`config.mk`:
```
export PLATFORM = sky130hd
export DESIGN_NAME = prog_store_flat
export DESIGN_NICKNAME = d
export VERILOG_FILES = /design/src/rtl/cpu_pkg.sv /design/src/rtl/prog_store_if.sv /design/src/rtl/prog_store_array.sv /design/src/rtl/prog_store.sv /design/src/flat_wrapper.sv
export SDC_FILE = /design/constraint.sdc
export NUM_CORES = 1
export LEC_CHECK = 0
export ABC_CLOCK_PERIOD_IN_PS = 1830
export CORE_ASPECT_RATIO = 1.1
export CORE_MARGIN = 4
export CORE_UTILIZATION = 30
export DETAILED_ROUTE_END_ITERATION = 6
export PLACE_DENSITY = 0.55
export SYNTH_ARGS = -nofsm -noshare
export SYNTH_HDL_FRONTEND = slang
export SYNTH_SLANG_ARGS = --single-unit
```
`constraint.sdc`:
```
create_clock -name clk -period 1.83 [get_ports clk]
set_input_delay 0.183 -clock clk [delete_from_list [all_inputs] [get_ports clk]]
set_output_delay 0.183 -clock clk [all_outputs]
set_load 0.03 [all_outputs]
```
`src/rtl/cpu_pkg.sv`:
```
// rtl/cpu_pkg.sv - shared defaults and state/source enums for the program store
package cpu_pkg;

    localparam int PS_DATA_W = 4;
    localparam int PS_DEPTH  = 15;
    localparam int PS_ADDR_W = 4;

    typedef enum logic [1:0] {
        ST_CLEAR,
        ST_IDLE,
        ST_LOAD
    } ps_state_t;

    typedef enum logic [1:0] {
        SRC_CLEAR,
        SRC_DIRECT,
        SRC_LOAD
    } wr_src_t;

endpackage

```
`src/rtl/prog_store_if.sv`:
```
// rtl/prog_store_if.sv - host/core signal bundle for the program store
interface prog_store_if #(
    parameter int DATA_W = cpu_pkg::PS_DATA_W,
    parameter int ADDR_W = cpu_pkg::PS_ADDR_W
);
    logic [ADDR_W-1:0] rd_addr;
    logic [DATA_W-1:0] rd_data;
    logic              wr_en;
    logic [ADDR_W-1:0] wr_addr;
    logic [DATA_W-1:0] wr_data;
    logic              load_start;
    logic              load_valid;
    logic [DATA_W-1:0] load_data;
    logic              load_last;
    logic              load_ready;
    logic              load_done;
    logic              load_err;
    logic              busy;

    modport master (
        output rd_addr, wr_en, wr_addr, wr_data,
        output load_start, load_valid, load_data, load_last,
        input  rd_data, load_ready, load_done, load_err, busy
    );

    modport slave (
        input  rd_addr, wr_en, wr_addr, wr_data,
        input  load_start, load_valid, load_data, load_last,
        output rd_data, load_ready, load_done, load_err, busy
    );
endinterface

```
`src/rtl/prog_store_array.sv`:
```
// rtl/prog_store_array.sv - plain 1W1R synchronous RAM, read returns old data on collision
module prog_store_array #(
    parameter int DATA_W = 4,
    parameter int DEPTH  = 15,
    parameter int ADDR_W = 4
) (
    input  logic              clk,
    input  logic              we,
    input  logic [ADDR_W-1:0] waddr,
    input  logic [DATA_W-1:0] wdata,
    input  logic [ADDR_W-1:0] raddr,
    output logic [DATA_W-1:0] rdata
);
    logic [DATA_W-1:0] mem [DEPTH];

    always_ff @(posedge clk) begin
        if (we) begin
            mem[waddr] <= wdata;
        end
        rdata <= mem[raddr];
    end
endmodule

```
`src/rtl/prog_store.sv`:
```
// rtl/prog_store.sv - program memory with self-clear on reset, direct writes and burst loader
module prog_store
    import cpu_pkg::*;
#(
    parameter int DATA_W = PS_DATA_W,
    parameter int DEPTH  = PS_DEPTH,
    parameter int ADDR_W = PS_ADDR_W
) (
    input  logic        clk,
    input  logic        rst,
    prog_store_if.slave bus
);
    generate
        if (DEPTH < 1 || DEPTH > (1 << ADDR_W)) begin : g_bad_depth
            $error("prog_store: DEPTH must be 1..2**ADDR_W");
        end
    endgenerate

    localparam logic [ADDR_W-1:0] LAST    = ADDR_W'(DEPTH - 1);
    localparam logic [ADDR_W:0]   DEPTH_X = (ADDR_W + 1)'(DEPTH);

    ps_state_t         state_q, state_d;
    logic [ADDR_W-1:0] ptr_q, ptr_d;
    logic              done_q, done_d;
    logic              err_q, err_d;
    logic              rd_en_q;

    logic              mem_we;
    logic [ADDR_W-1:0] mem_waddr;
    logic [DATA_W-1:0] mem_wdata;
    logic [ADDR_W-1:0] mem_raddr;
    logic [DATA_W-1:0] mem_rdata;
    wr_src_t           src;

    logic rd_in_range;
    logic wr_in_range;

    assign rd_in_range = {1'b0, bus.rd_addr} < DEPTH_X;
    assign wr_in_range = {1'b0, bus.wr_addr} < DEPTH_X;
    // Out-of-range reads are zeroed at the output; steer the RAM to a legal row meanwhile.
    assign mem_raddr   = rd_in_range ? bus.rd_addr : '0;

    always_ff @(posedge clk) begin
        if (rst) begin
            state_q <= ST_CLEAR;
            ptr_q   <= '0;
            done_q  <= 1'b0;
            err_q   <= 1'b0;
            rd_en_q <= 1'b0;
        end else begin
            state_q <= state_d;
            ptr_q   <= ptr_d;
            done_q  <= done_d;
            err_q   <= err_d;
            rd_en_q <= (state_q != ST_CLEAR) && rd_in_range;
        end
    end

    always_comb begin
        state_d   = state_q;
        ptr_d     = ptr_q;
        done_d    = 1'b0;
        err_d     = err_q;
        mem_we    = 1'b0;
        mem_waddr = ptr_q;
        mem_wdata = '0;
        src       = SRC_CLEAR;
        case (state_q)
            ST_CLEAR: begin
                mem_we = 1'b1;
                if (ptr_q == LAST) begin
                    state_d = ST_IDLE;
                    ptr_d   = '0;
                end else begin
                    ptr_d = ptr_q + 1'b1;
                end
            end
            ST_IDLE: begin
                if (bus.load_start) begin
                    state_d = ST_LOAD;
                    ptr_d   = '0;
                    err_d   = 1'b0;
                end else if (bus.wr_en && wr_in_range) begin
                    mem_we    = 1'b1;
                    mem_waddr = bus.wr_addr;
                    mem_wdata = bus.wr_data;
                    src       = SRC_DIRECT;
                end
            end
            ST_LOAD: begin
                if (bus.load_valid) begin
                    mem_we    = 1'b1;
                    mem_wdata = bus.load_data;
                    src       = SRC_LOAD;
                    if (bus.load_last) begin
                        state_d = ST_IDLE;
                        done_d  = 1'b1;
                    end else if (ptr_q == LAST) begin
                        // Image longer than the store: keep what fit and flag it.
                        state_d = ST_IDLE;
                        done_d  = 1'b1;
                        err_d   = 1'b1;
                    end else begin
                        ptr_d = ptr_q + 1'b1;
                    end
                end
            end
            default: state_d = ST_CLEAR;
        endcase
    end

    prog_store_array #(
        .DATA_W(DATA_W),
        .DEPTH (DEPTH),
        .ADDR_W(ADDR_W)
    ) u_array (
        .clk  (clk),
        .we   (mem_we & ~rst),
        .waddr(mem_waddr),
        .wdata(mem_wdata),
        .raddr(mem_raddr),
        .rdata(mem_rdata)
    );

    assign bus.rd_data    = rd_en_q ? mem_rdata : '0;
    assign bus.load_ready = (state_q == ST_LOAD);
    assign bus.load_done  = done_q;
    assign bus.load_err   = err_q;
    assign bus.busy       = (state_q != ST_IDLE);

`ifndef SYNTHESIS
    always_ff @(posedge clk) begin
        if (!rst && mem_we && src != SRC_CLEAR) begin
            $display("prog_store write addr=%0d data=%0h src=%s", mem_waddr, mem_wdata,
                     (src == SRC_LOAD) ? "load" : "direct");
        end
    end
`endif
endmodule

```
`src/flat_wrapper.sv`:
```
// flat-port wrapper written by rule: the top's interface ports become plain ports
module prog_store_flat import cpu_pkg::*;
#(
    parameter int DATA_W = PS_DATA_W,
    parameter int DEPTH  = PS_DEPTH,
    parameter int ADDR_W = PS_ADDR_W
)
  (clk, rst, bus_rd_addr, bus_wr_en, bus_wr_addr, bus_wr_data, bus_load_start, bus_load_valid, bus_load_data, bus_load_last, bus_rd_data, bus_load_ready, bus_load_done, bus_load_err, bus_busy);
  prog_store_if #(.DATA_W(DATA_W), .ADDR_W(ADDR_W)) bus_i ();
  input  logic clk;
  input  logic rst;
  input wire logic [$bits(bus_i.rd_addr)-1:0] bus_rd_addr;
  input wire logic [$bits(bus_i.wr_en)-1:0] bus_wr_en;
  input wire logic [$bits(bus_i.wr_addr)-1:0] bus_wr_addr;
  input wire logic [$bits(bus_i.wr_data)-1:0] bus_wr_data;
  input wire logic [$bits(bus_i.load_start)-1:0] bus_load_start;
  input wire logic [$bits(bus_i.load_valid)-1:0] bus_load_valid;
  input wire logic [$bits(bus_i.load_data)-1:0] bus_load_data;
  input wire logic [$bits(bus_i.load_last)-1:0] bus_load_last;
  output wire logic [$bits(bus_i.rd_data)-1:0] bus_rd_data;
  output wire logic [$bits(bus_i.load_ready)-1:0] bus_load_ready;
  output wire logic [$bits(bus_i.load_done)-1:0] bus_load_done;
  output wire logic [$bits(bus_i.load_err)-1:0] bus_load_err;
  output wire logic [$bits(bus_i.busy)-1:0] bus_busy;
  assign bus_i.rd_addr = bus_rd_addr;
  assign bus_i.wr_en = bus_wr_en;
  assign bus_i.wr_addr = bus_wr_addr;
  assign bus_i.wr_data = bus_wr_data;
  assign bus_i.load_start = bus_load_start;
  assign bus_i.load_valid = bus_load_valid;
  assign bus_i.load_data = bus_load_data;
  assign bus_i.load_last = bus_load_last;
  assign bus_rd_data = bus_i.rd_data;
  assign bus_load_ready = bus_i.load_ready;
  assign bus_load_done = bus_i.load_done;
  assign bus_load_err = bus_i.load_err;
  assign bus_busy = bus_i.busy;
  prog_store #(.DATA_W(DATA_W), .DEPTH(DEPTH), .ADDR_W(ADDR_W)) u_core (.clk(clk), .rst(rst), .bus(bus_i));
endmodule
```
### After elaboration in Yosys (flattened, before gate mapping)

Memory sizes are Yosys's and may differ from the RTL's. A register that Yosys moved wholly into a read port is not among the register bits.
Index checks and enable logic that the tools add are counted.

* flip-flop bits (word level): 9
* RAM bits: 60
* input bits: 22
* output and inout port bits: 8
* word-level logic and storage cells: 65
* memories kept: 1

* $add $sub $neg: 1
* order comparisons: 2
* equality and inequality tests: 9
* mux-type cells: 33
* bitwise gates (word level): 4
* reductions and logical operators: 10

Memories
* u_core.u_array.mem: depth 15, width 4, rd ports 1, clocked after memory_dff 1, wr ports 1, line prog_store_array.sv:14 `logic [DATA_W-1:0] mem [DEPTH];`

Operators with widths (count)
* $mux W4: 13
* $pmux W4 S3: 1
* $mux W1: 11
* $reduce_and A5 Y1: 2
* $lt A4 B4 Y1 const B: 2
* $mux W2: 4
* $ne A2 B2 Y1 const B: 4
* $pmux W4 S2: 1
* $pmux W2 S3: 1
* $add A4 B1 Y4 const B: 1
* $eq A4 B4 Y1 const B: 1
* $ne A2 B1 Y1 const B: 2
* $reduce_bool A2 Y1: 2
* $not A1 Y1: 3
* $pmux W1 S3: 1
* $reduce_bool A3 Y1: 1
* $reduce_or A3 Y1: 1
* $eq A2 B1 Y1 const B: 1
* $eq A2 B2 Y1 const B: 1
* $logic_and A1 B1 Y1: 2
* $logic_not A2 Y1: 1
* $pmux W1 S2: 1
* $reduce_and A2 Y1: 1
* $and A1 B1 Y1: 1

### Depth between registers and ports, before layout

Gate-level depths: netlist of run 1.

* word-level depth: 8
* mapped depth: 9
* gate-level depth less buffers: 7

### Hierarchy

From an unflattened synthesis of run 1, not the netlist that was laid out.

* cell total of the unflattened synthesis: 226
* area total of the unflattened synthesis: 3325.7 um^2

By module, submodules not included
* prog_store_array: instances 1, cells each 131, area an instance 2560.0 um^2, seq. area each 1881.8 um^2
* prog_store: instances 1, cells each 95, area an instance 765.7 um^2, seq. area each 180.2 um^2

### Worst setup path after synthesis of run 1

OpenSTA, ideal clock, no wires.

* kind: register to register
* from: register u_core.state_q[0]
* to: memory u_core.u_array.mem[4][0] (enable)
* setup time: 0.329 ns
* arrival time: 1.869 ns
* data required time: 1.501 ns
* slack: -0.368 ns
* stages on the path, launching flop included: 10
* path buffers: 2
* period minus slack after synthesis: 2.198 ns
* cells stage by stage: dfxtp_1 -> inv_1 -> ha_1 -> buf_4 -> and2_1 -> clkbuf_1 -> o21ai_0 -> mux2i_1 -> nand3b_1 -> nor2_1

* word-level cells in the longest chain between the ends: 5
* elaborated cells between the ends (all ways): 8
* classes of those cells: 2 x eq/ne; 4 x mux; 1 x bitwise; 1 x reduce/logical

Ends and longest elaborated chain
* start, declared: line prog_store.sv:22 `ps_state_t state_q, state_d;`
* start signal, assigned: line prog_store.sv:51 `state_q <= state_d;`
* $eq A2 B2 Y1
* net bus_load_ready: line flat_wrapper.sv:21 `output wire logic [$bits(bus_i.load_ready)-1:0] bus_load_ready;`
* $pmux W1 S3: line prog_store.sv:68 `case (state_q)`
* $and A1 B1 Y1: line prog_store.sv:118 `.we (mem_we & ~rst),`
* $mux W1: line prog_store_array.sv:17 `if (we) begin`
* $mux W1 (not written as such): line prog_store_array.sv:18 `mem[waddr] <= wdata;`
* end, declared: line prog_store_array.sv:14

The timed path passes the listed nets, and every way through them passes these cells.

### Final worst setup path of run 1

* from: register u_core.state_q[1]
* to: memory u_core.u_array.mem[1][3] (enable)

* word-level cells in the longest chain between the ends: 5
* elaborated cells between the ends (all ways): 8
* classes of those cells: 2 x eq/ne; 4 x mux; 1 x bitwise; 1 x reduce/logical

Ends and longest elaborated chain (line)
* $eq A2 B2 Y1, or another cell as far along: prog_store.sv:68
* $pmux W1 S3: prog_store.sv:68
* $and A1 B1 Y1: prog_store.sv:118
* $mux W1: prog_store_array.sv:17
* $mux W1 (not written as such): prog_store_array.sv:18

Parallel ways exist; a longest one is shown, timed or not.

==> results of run 1 <==
-- critical path, stage by stage, from the launching register on --
cell and delay [ns]:
sky130_fd_sc_hd__dfxtp_2 0.32, sky130_fd_sc_hd__inv_2 0.07, sky130_fd_sc_hd__ha_4 0.16, sky130_fd_sc_hd__nand3b_4 0.11
sky130_fd_sc_hd__buf_4 0.16, sky130_fd_sc_hd__o22a_4 0.24, sky130_fd_sc_hd__nand3b_1 0.29, sky130_fd_sc_hd__nor2_2 0.20
sky130_fd_sc_hd__buf_6 0.13
-- kinds of logic after synthesis --
| logic type | Yosys count | synth area share (%) |
|---|---|---|
| flip-flops | 73 | 60.9 |
| AO/OA/AOI/OAI | 66 | 12.5 |
| AND/OR/NAND/NOR | 93 | 14.3 |
| buffers and inverters | 23 | 2.99 |
| adder cells (fa/ha/maj) | 6 | 2.22 |
| multiplexers | 19 | 7.10 |
-- sequential cells by signal (all words and copies together) (netlist names) --
register and flops:
u_core.state_q 2, u_core.bus.load_done 1, u_core.rd_en_q 1, u_core.ptr_q 4
u_core.bus.load_err 1, u_core.u_array.mem 60, u_core.u_array.rdata 4
-- metal layers --
metal / vias up / track usage, % / part of all wire (%)
li1: 1217 / - / -
met1: 1192 / 15.9 / 42
met2: 55 / 22.9 / 53
met3: 9 / 2.38 / 3.5
met4: 0 / 4.60 / 1.4
met5: - / 0 / 0
-- per-stage QoR --
step	hold slack (ns)	power [mW]	setup WS, ns	utilization, %	TNS (ns)
detailed placement	0.552	2.16	-0.353	38.9	-20.07
global placement	0.551	2.16	-0.329	38.9	-18.35
floorplan	0.304	2.01	-0.0776	-	-4.34
finish	0.571	3.91	-0.144	43.7	-3.73
global route	0.614	4.04	-0.217	43.7	-8.76
CTS	0.561	3.91	-0.201	42.2	-7.25
-- placed cells by master, fill, tap and decap left out, drive strengths merged, types with 2 or more instances in the layout --
master         synthesis  final
a21oi                 13     13
a22oi                  4      4
a311oi                 3      3
a31o                   2      2
a31oi                  4      4
a41oi                  2      2
and2                   5      5
and3                   2      2
buf                    9     49
clkbuf                 5     10
clkdlybuf4s50          0     27
clkinv                 0      3
clkinvlp               0      2
dfxtp                 13     13
dlygate4sd2            0      2
edfxtp                60     60
ha                     6      6
inv                    9      9
mux2i                 15     15
mux4                   4      4
nand2                 16     16
nand2b                 5      5
nand3                  6      6
nand3b                 4      4
nor2                  27     27
nor2b                  4      4
nor3                  11     11
nor3b                 10     10
o21ai                 24     24
o21bai                 2      2
o221ai                 2      2
o22ai                  3      3
-- final cells by class --
class / instances / area, um2
clock buffer: 10 / 239
clock inverter: 6 / 67.6
fill: 999 / 6170
inverter: 9 / 36.3
multi-input combinational: 184 / 1450
sequential: 73 / 2070
tap: 147 / 184
timing repair buffer: 78 / 746
-- power groups by stage --
| stage | clock network [mW] | logic [mW] | registers (mW) |
|---|---|---|---|
| 6_report | 1.76 | 0.326 | 1.83 |
| 5_1_grt | 1.85 | 0.358 | 1.83 |
| 4_1_cts | 1.78 | 0.309 | 1.82 |
| 3_5_place_dp | 0 | 0.300 | 1.86 |
| 3_3_place_gp | 0 | 0.296 | 1.86 |
| 2_1_floorplan | 0 | 0.151 | 1.85 |
-- timing repair --
| item | CTS | global route |
|---|---|---|
| endpoints found under the setup margin | 65 | 66 |
| resized for setup | 11 | 29 |
| pin swaps | 7 | 13 |
| setup buffers | 2 | 4 |
-- worst max-delay path by stage --
stage / start / to / slack, ns
after floorplan: u_core.state_q[0] / u_core.u_array.mem[10][0] / -0.08
after global placement: bus_wr_addr[2] / u_core.u_array.mem[1][1] / -0.33
after detailed placement: bus_wr_addr[2] / u_core.u_array.mem[1][1] / -0.35
after CTS: u_core.state_q[1] / u_core.u_array.mem[1][2] / -0.20
after global routing: u_core.state_q[1] / u_core.u_array.mem[1][3] / -0.22
final: u_core.state_q[1] / u_core.u_array.mem[1][3] / -0.14
==> flow_summary_export.csv, run 1 <==
group,metric,value,unit
status,run_status,"finished with violations",
status,failing_checks,"negative setup slack",
route,post_drt_wl_per_cell,16.0,um
sta,finalHoldViolCount,0,
synth,yosys.area.top_type,"sky130_fd_sc_hd__edfxtp_1",
clock_tree,postCtsHoldBufs,0,
sta,setup_violations,53,
synth,dominant_register_cell_in_the_synthesized_netlist,"sky130_fd_sc_hd__edfxtp_1",
synth,ys_seq_elements,73,
clock_tree,clock_insertion_delay_worst_skew,0.33,ns
setup_path,category_of_the_worst_setup_path_launch_point,"register",
route,drt.antenna.violating_nets,0,
sta,worst_slack,-0.144,ns
placed_design,port_buffers,29,
clock_tree,cts_max_level,3,
sta,drv_slew,0,
global_route,grt_pass1_vias,2480,
clock_tree,cts_max_path_buffers,2,
synth,synth.lib_cells_used.distinct,42,
final_layout,num-nets-final,383,
sta,rsz0062_at_grt,"yes",
placed_design,number_of_placed_cells_counting_well_taps,486,
final_layout,drive_gt1_share,29.2,%
placed_design,dpl-instance-area,0.00426,mm2
synth,synth_common_cells,"sky130_fd_sc_hd__edfxtp_1, sky130_fd_sc_hd__nor2_1, sky130_fd_sc_hd__o21ai_0",
global_route,grt_start_max_net_pins,34,
route,drt-total-wl,8090,um
power_and_ir_drop,static-leakage-power,1.75,nW
route,route.detailed.vias_per_inst,4.88,
sta,slew_headroom,69.6,%
clock_tree,cts_made_buffers,9,
clock_tree,numClockSinks,73,
synth,synthesis.area_per_instance,12.1,um2
setup_path,setup.worst_path.class,"reg2reg",
run,maxCapViolCount,0,
placed_design,hpwlAfterDp,5970,um
floorplan,ioPinCount,30,
setup_path,critical_path.endpoint_type,"register",
final_layout,syn_to_final_growth,41.5,%
power_and_ir_drop,swShare,21.6,%
worst_hold_path,hold-path-cell-count,2,
sta,finalClockSkew,0.0156,ns
power_and_ir_drop,pwr_density_cell,815,mW/mm2
floorplan,start_util,30.9,%
route,remaining_design_rule_violation_count,0,
placed_design,gpl.final_weighted_congestion,0.770,
setup_path,path_max_fanout,4,
power_and_ir_drop,comb_power_share,8.4,%
floorplan,placementRows,40,
final_layout,final_cells,507,
clock_tree,clk_pin_slew_worst_paths,0.07,ns
synth,synth_seq_area_share,60.9,%
worst_hold_path,hold_path_class,"reg2reg",
power_and_ir_drop,p_int,3.06,mW
floorplan,dieWidth,109,um
power_and_ir_drop,max-vdd-ir-drop,0.398,mV
power_and_ir_drop,netSwitchingPower,845,uW
sta,timing_worst_slew_pin_value,0.455,ns
synth,syn_warnings,0,
worst_hold_path,hold_start,"u_core.ptr_q[3]",
synth,postSynth.asyncResetShare,0,%
setup_path,worst_r2r_endpoint,"u_core.u_array.mem[1][3]",
setup_path,reg2reg_from,"u_core.state_q[1]",
synth,netlist_instances,280,
synth,synth-edff-count,60,
floorplan,floorplan.die_area,0.0131,mm2
synth,number_of_nets_in_the_synthesized_netlist,308,
setup_path,worst_r2r_path_depth,8,
setup_path,reg2reg_setup_slack,-0.14,ns
sta,period_needed,1.97,ns
final_layout,antennaDiodeCount,0,
power_and_ir_drop,seq_power_share,46.7,%
floorplan,die_y,119,um
setup_path,critPathArrivalTime,2.01,ns
synth,synth_area_leaders,"sky130_fd_sc_hd__edfxtp_1, sky130_fd_sc_hd__dfxtp_1, sky130_fd_sc_hd__mux2i_1",
global_route,wire_length_of_the_first_global_routing_pass,12900,um
sta,final_min_period_over_clock_period,108,%
worst_hold_path,timing.hold.worst_endpoint,"u_core.ptr_q[3]",
route,first_pass_iters,4,
sta,max_freq,507,MHz
floorplan,placeableCoreArea,0.0110,mm2
global_route,grt_antenna_before_repair,0,
setup_path,worst-endpoint-required,1.87,ns
power_and_ir_drop,power.clock.fraction,44.9,%
clock_tree,cts_root_buffer,"sky130_fd_sc_hd__clkbuf_16",
global_route,globalRouteTotalUtil,13.1,%
route,detail_route.iter0.violations,81,
final_layout,postLayoutCellArea,0.00479,mm2
synth,synth_top_area_share,53.2,%
synth,synth_most_common_cell,"sky130_fd_sc_hd__edfxtp_1",
synth,syn_area,0.00339,mm2
global_route,grt_overflow_total,0,
clock_tree,tritoncts,"yes",
route,detailroute.via_count,2473,
(Power assumes the default switching activity.)
==> run 2: changes to the inputs <==
ABC_CLOCK_PERIOD_IN_PS = 2300   (was 1830)
PLACE_DENSITY = 0.53   (was 0.55)
clock period = 2.3 ns   (was 1.83 ns; I/O delays follow)
==> run 2 against run 1 <==
  * The flow now finishes without violations
  * Fmax shrank 10%
  * Flip-flop and latch count unchanged
  * Non-clock buffer count shrank 18
  * Cell area decreased by 9.1%
  * Sequential power is 21% lower
  * Clock skew decreased by 0.0088 ns
  * Via count shrank 5.1%
  * Combinational power decreased by 33%
  * Global-route usage down 0.55 points
  * Utilization down 4.0 points
==> flow_summary_export.csv, run 2 (same netlist as run 1, synthesis figures left out) <==
group,metric,value,unit
floorplan,placementRows,40,
final_layout,syn_to_final_growth,28.6,%
clock_tree,cts_made_buffers,9,
sta,finalHoldViolCount,0,
final_layout,max_reg_flops,60,
sta,finalClockSkew,0.00674,ns
final_layout,leading_registers_by_flop_count,"u_core.u_array.mem: 60 flops, u_core.ptr_q: 4 flops, u_core.u_array.rdata: 4 flops",
global_route,grt_pass1_vias,2412,
route,route.detailed.vias_per_inst,4.80,
sta,max_freq,455,MHz
sta,drv_slew,0,
setup_path,critPathArrivalTime,2.19,ns
clock_tree,numClockSinks,73,
setup_path,setup.worst_path.class,"reg2reg",
final_layout,drive_gt1_share,16.4,%
clock_tree,cts_root_buffer,"sky130_fd_sc_hd__clkbuf_16",
clock_tree,clock_insertion_delay_worst_skew,0.32,ns
global_route,grt_overflow_total,0,
sta,timing_worst_slew_pin_value,0.444,ns
sta,period_needed,2.20,ns
clock_tree,postCtsHoldBufs,0,
final_layout,multiInputGateArea,0.00123,mm2
placed_design,hpwlAfterDp,5500,um
route,detailroute.via_count,2347,
clock_tree,tritoncts,"yes",
final_layout,antennaDiodeCount,0,
sta,fin_setup_tns,0,ns
clock_tree,clk_pin_slew_worst_paths,0.05,ns
final_layout,num-nets-final,365,
power_and_ir_drop,pwr_density_cell,695,mW/mm2
placed_design,port_buffers,29,
sta,setup_violations,0,
status,run_status,"completed",
final_layout,most_common_cell_after_layout_fill_and_taps_aside,"sky130_fd_sc_hd__edfxtp_1",
global_route,grt_start_max_net_pins,41,
route,post_drt_wl_per_cell,15.4,um
route,remaining_design_rule_violation_count,0,
floorplan,placeableCoreArea,0.0110,mm2
final_layout,regMostFlops,"u_core.u_array.mem",
power_and_ir_drop,static-leakage-power,1.62,nW
global_route,globalRouteTotalUtil,12.5,%
final_layout,regArea,0.00206,mm2
setup_path,path_max_fanout,5,
setup_path,category_of_the_worst_setup_path_launch_point,"register",
floorplan,dieWidth,109,um
route,first_pass_iters,4,
clock_tree,cts_max_path_buffers,2,
setup_path,critical_path.endpoint_type,"register",
floorplan,ioPinCount,30,
placed_design,gpl.final_weighted_congestion,0.780,
run,maxCapViolCount,0,
clock_tree,cts_max_level,3,
sta,slew_headroom,70.1,%
route,drt.antenna.violating_nets,0,
floorplan,die_y,119,um
sta,final_min_period_over_clock_period,95.6,%
final_layout,fillCellCount,1043,
route,drt-total-wl,7510,um
sta,rsz0062_at_grt,"yes",
setup_path,worst-endpoint-required,2.29,ns
route,detail_route.iter0.violations,93,
global_route,wire_length_of_the_first_global_routing_pass,12400,um
power_and_ir_drop,max-vdd-ir-drop,0.332,mV
floorplan,start_util,30.9,%
final_layout,final_cell_mix,"sky130_fd_sc_hd__edfxtp_1, sky130_fd_sc_hd__clkdlybuf4s50_1, sky130_fd_sc_hd__buf_4, sky130_fd_sc_hd__nor2_1, sky130_fd_sc_hd__o21ai_0",
placed_design,dpl-instance-area,0.00405,mm2
worst_hold_path,hold_path_class,"reg2reg",
floorplan,floorplan.die_area,0.0131,mm2
global_route,grt_antenna_before_repair,0,
final_layout,postLayoutCellArea,0.00435,mm2
[run 2: cell count changes in the layout (fill, tap and decap cells not counted), sizes merged]
cell           change
dlygate4sd2        -2
clkdlybuf4s50      +2
buf               -18
clkbuf             +1
clkinvlp           -1
[run 2: layout make-up]
cell class	instances	share of cell area [%]
clock buffers	11	5.57
flip-flops and latches	73	47.4
inverters	9	0.776
well taps	147	4.22
repair buffers	60	12.6
multi-input cells	184	28.2
clock inverters	5	1.29
[run 2: critical path: stages (launching register included)]
cell                       delay (ns)
sky130_fd_sc_hd__dfxtp_1         0.35
sky130_fd_sc_hd__inv_1           0.07
sky130_fd_sc_hd__ha_1            0.22
sky130_fd_sc_hd__nand3b_4        0.12
sky130_fd_sc_hd__a41o_1          0.23
sky130_fd_sc_hd__mux2i_1         0.26
sky130_fd_sc_hd__buf_4           0.14
sky130_fd_sc_hd__nand3b_1        0.13
sky130_fd_sc_hd__nor2_1          0.33
[run 2: timing repair]
action / CTS / global route
resized for setup: 0 / 2
setup buffers: 0 / 0
setup endpoints to repair: 0 / 24
[run 2: final timing paths]
check                      startpoint  cells after the start                        to  slack [ns]
hold / removal    u_core.bus.load_err                      2       u_core.bus.load_err        0.57
setup / recovery    u_core.state_q[1]                      8  u_core.u_array.mem[1][3]        0.10
hold reg to reg   u_core.bus.load_err                      2       u_core.bus.load_err        0.57
setup reg to reg    u_core.state_q[1]                      8  u_core.u_array.mem[1][3]        0.10
[run 2: where the power goes]
group	switching [mW]	total, mW	internal [mW]
clock network	0.488	1.35	0.866
registers	0.0132	1.45	1.44
logic	0.111	0.218	0.108
total	0.612	3.03	2.41
[run 2: stage by stage]
| stage | setup WS [ns] | total power, mW | hold WS, ns | utilization, % | cells |
|---|---|---|---|---|---|
| 4_1_cts | 0.0730 | 3.07 | 0.574 | 39.7 | 489 |
| 3_3_place_gp | 0.0170 | 1.70 | 0.550 | 37.0 | 473 |
| 6_report | 0.100 | 3.03 | 0.568 | 39.7 | 489 |
| 5_1_grt | -0.0654 | 3.15 | 0.604 | 39.7 | 489 |
| 2_1_floorplan | 0.102 | 1.59 | 0.351 | - | 280 |
| 3_5_place_dp | -0.0362 | 1.70 | 0.559 | 37.0 | 473 |
[run 2: metal layers]
metal | GRT usage (%) | routed length [um]
met1 | 17.4 | 3520
met2 | 18.9 | 3620
met3 | 2.87 | 284
met4 | 4.83 | 93
met5 | 0 | 0
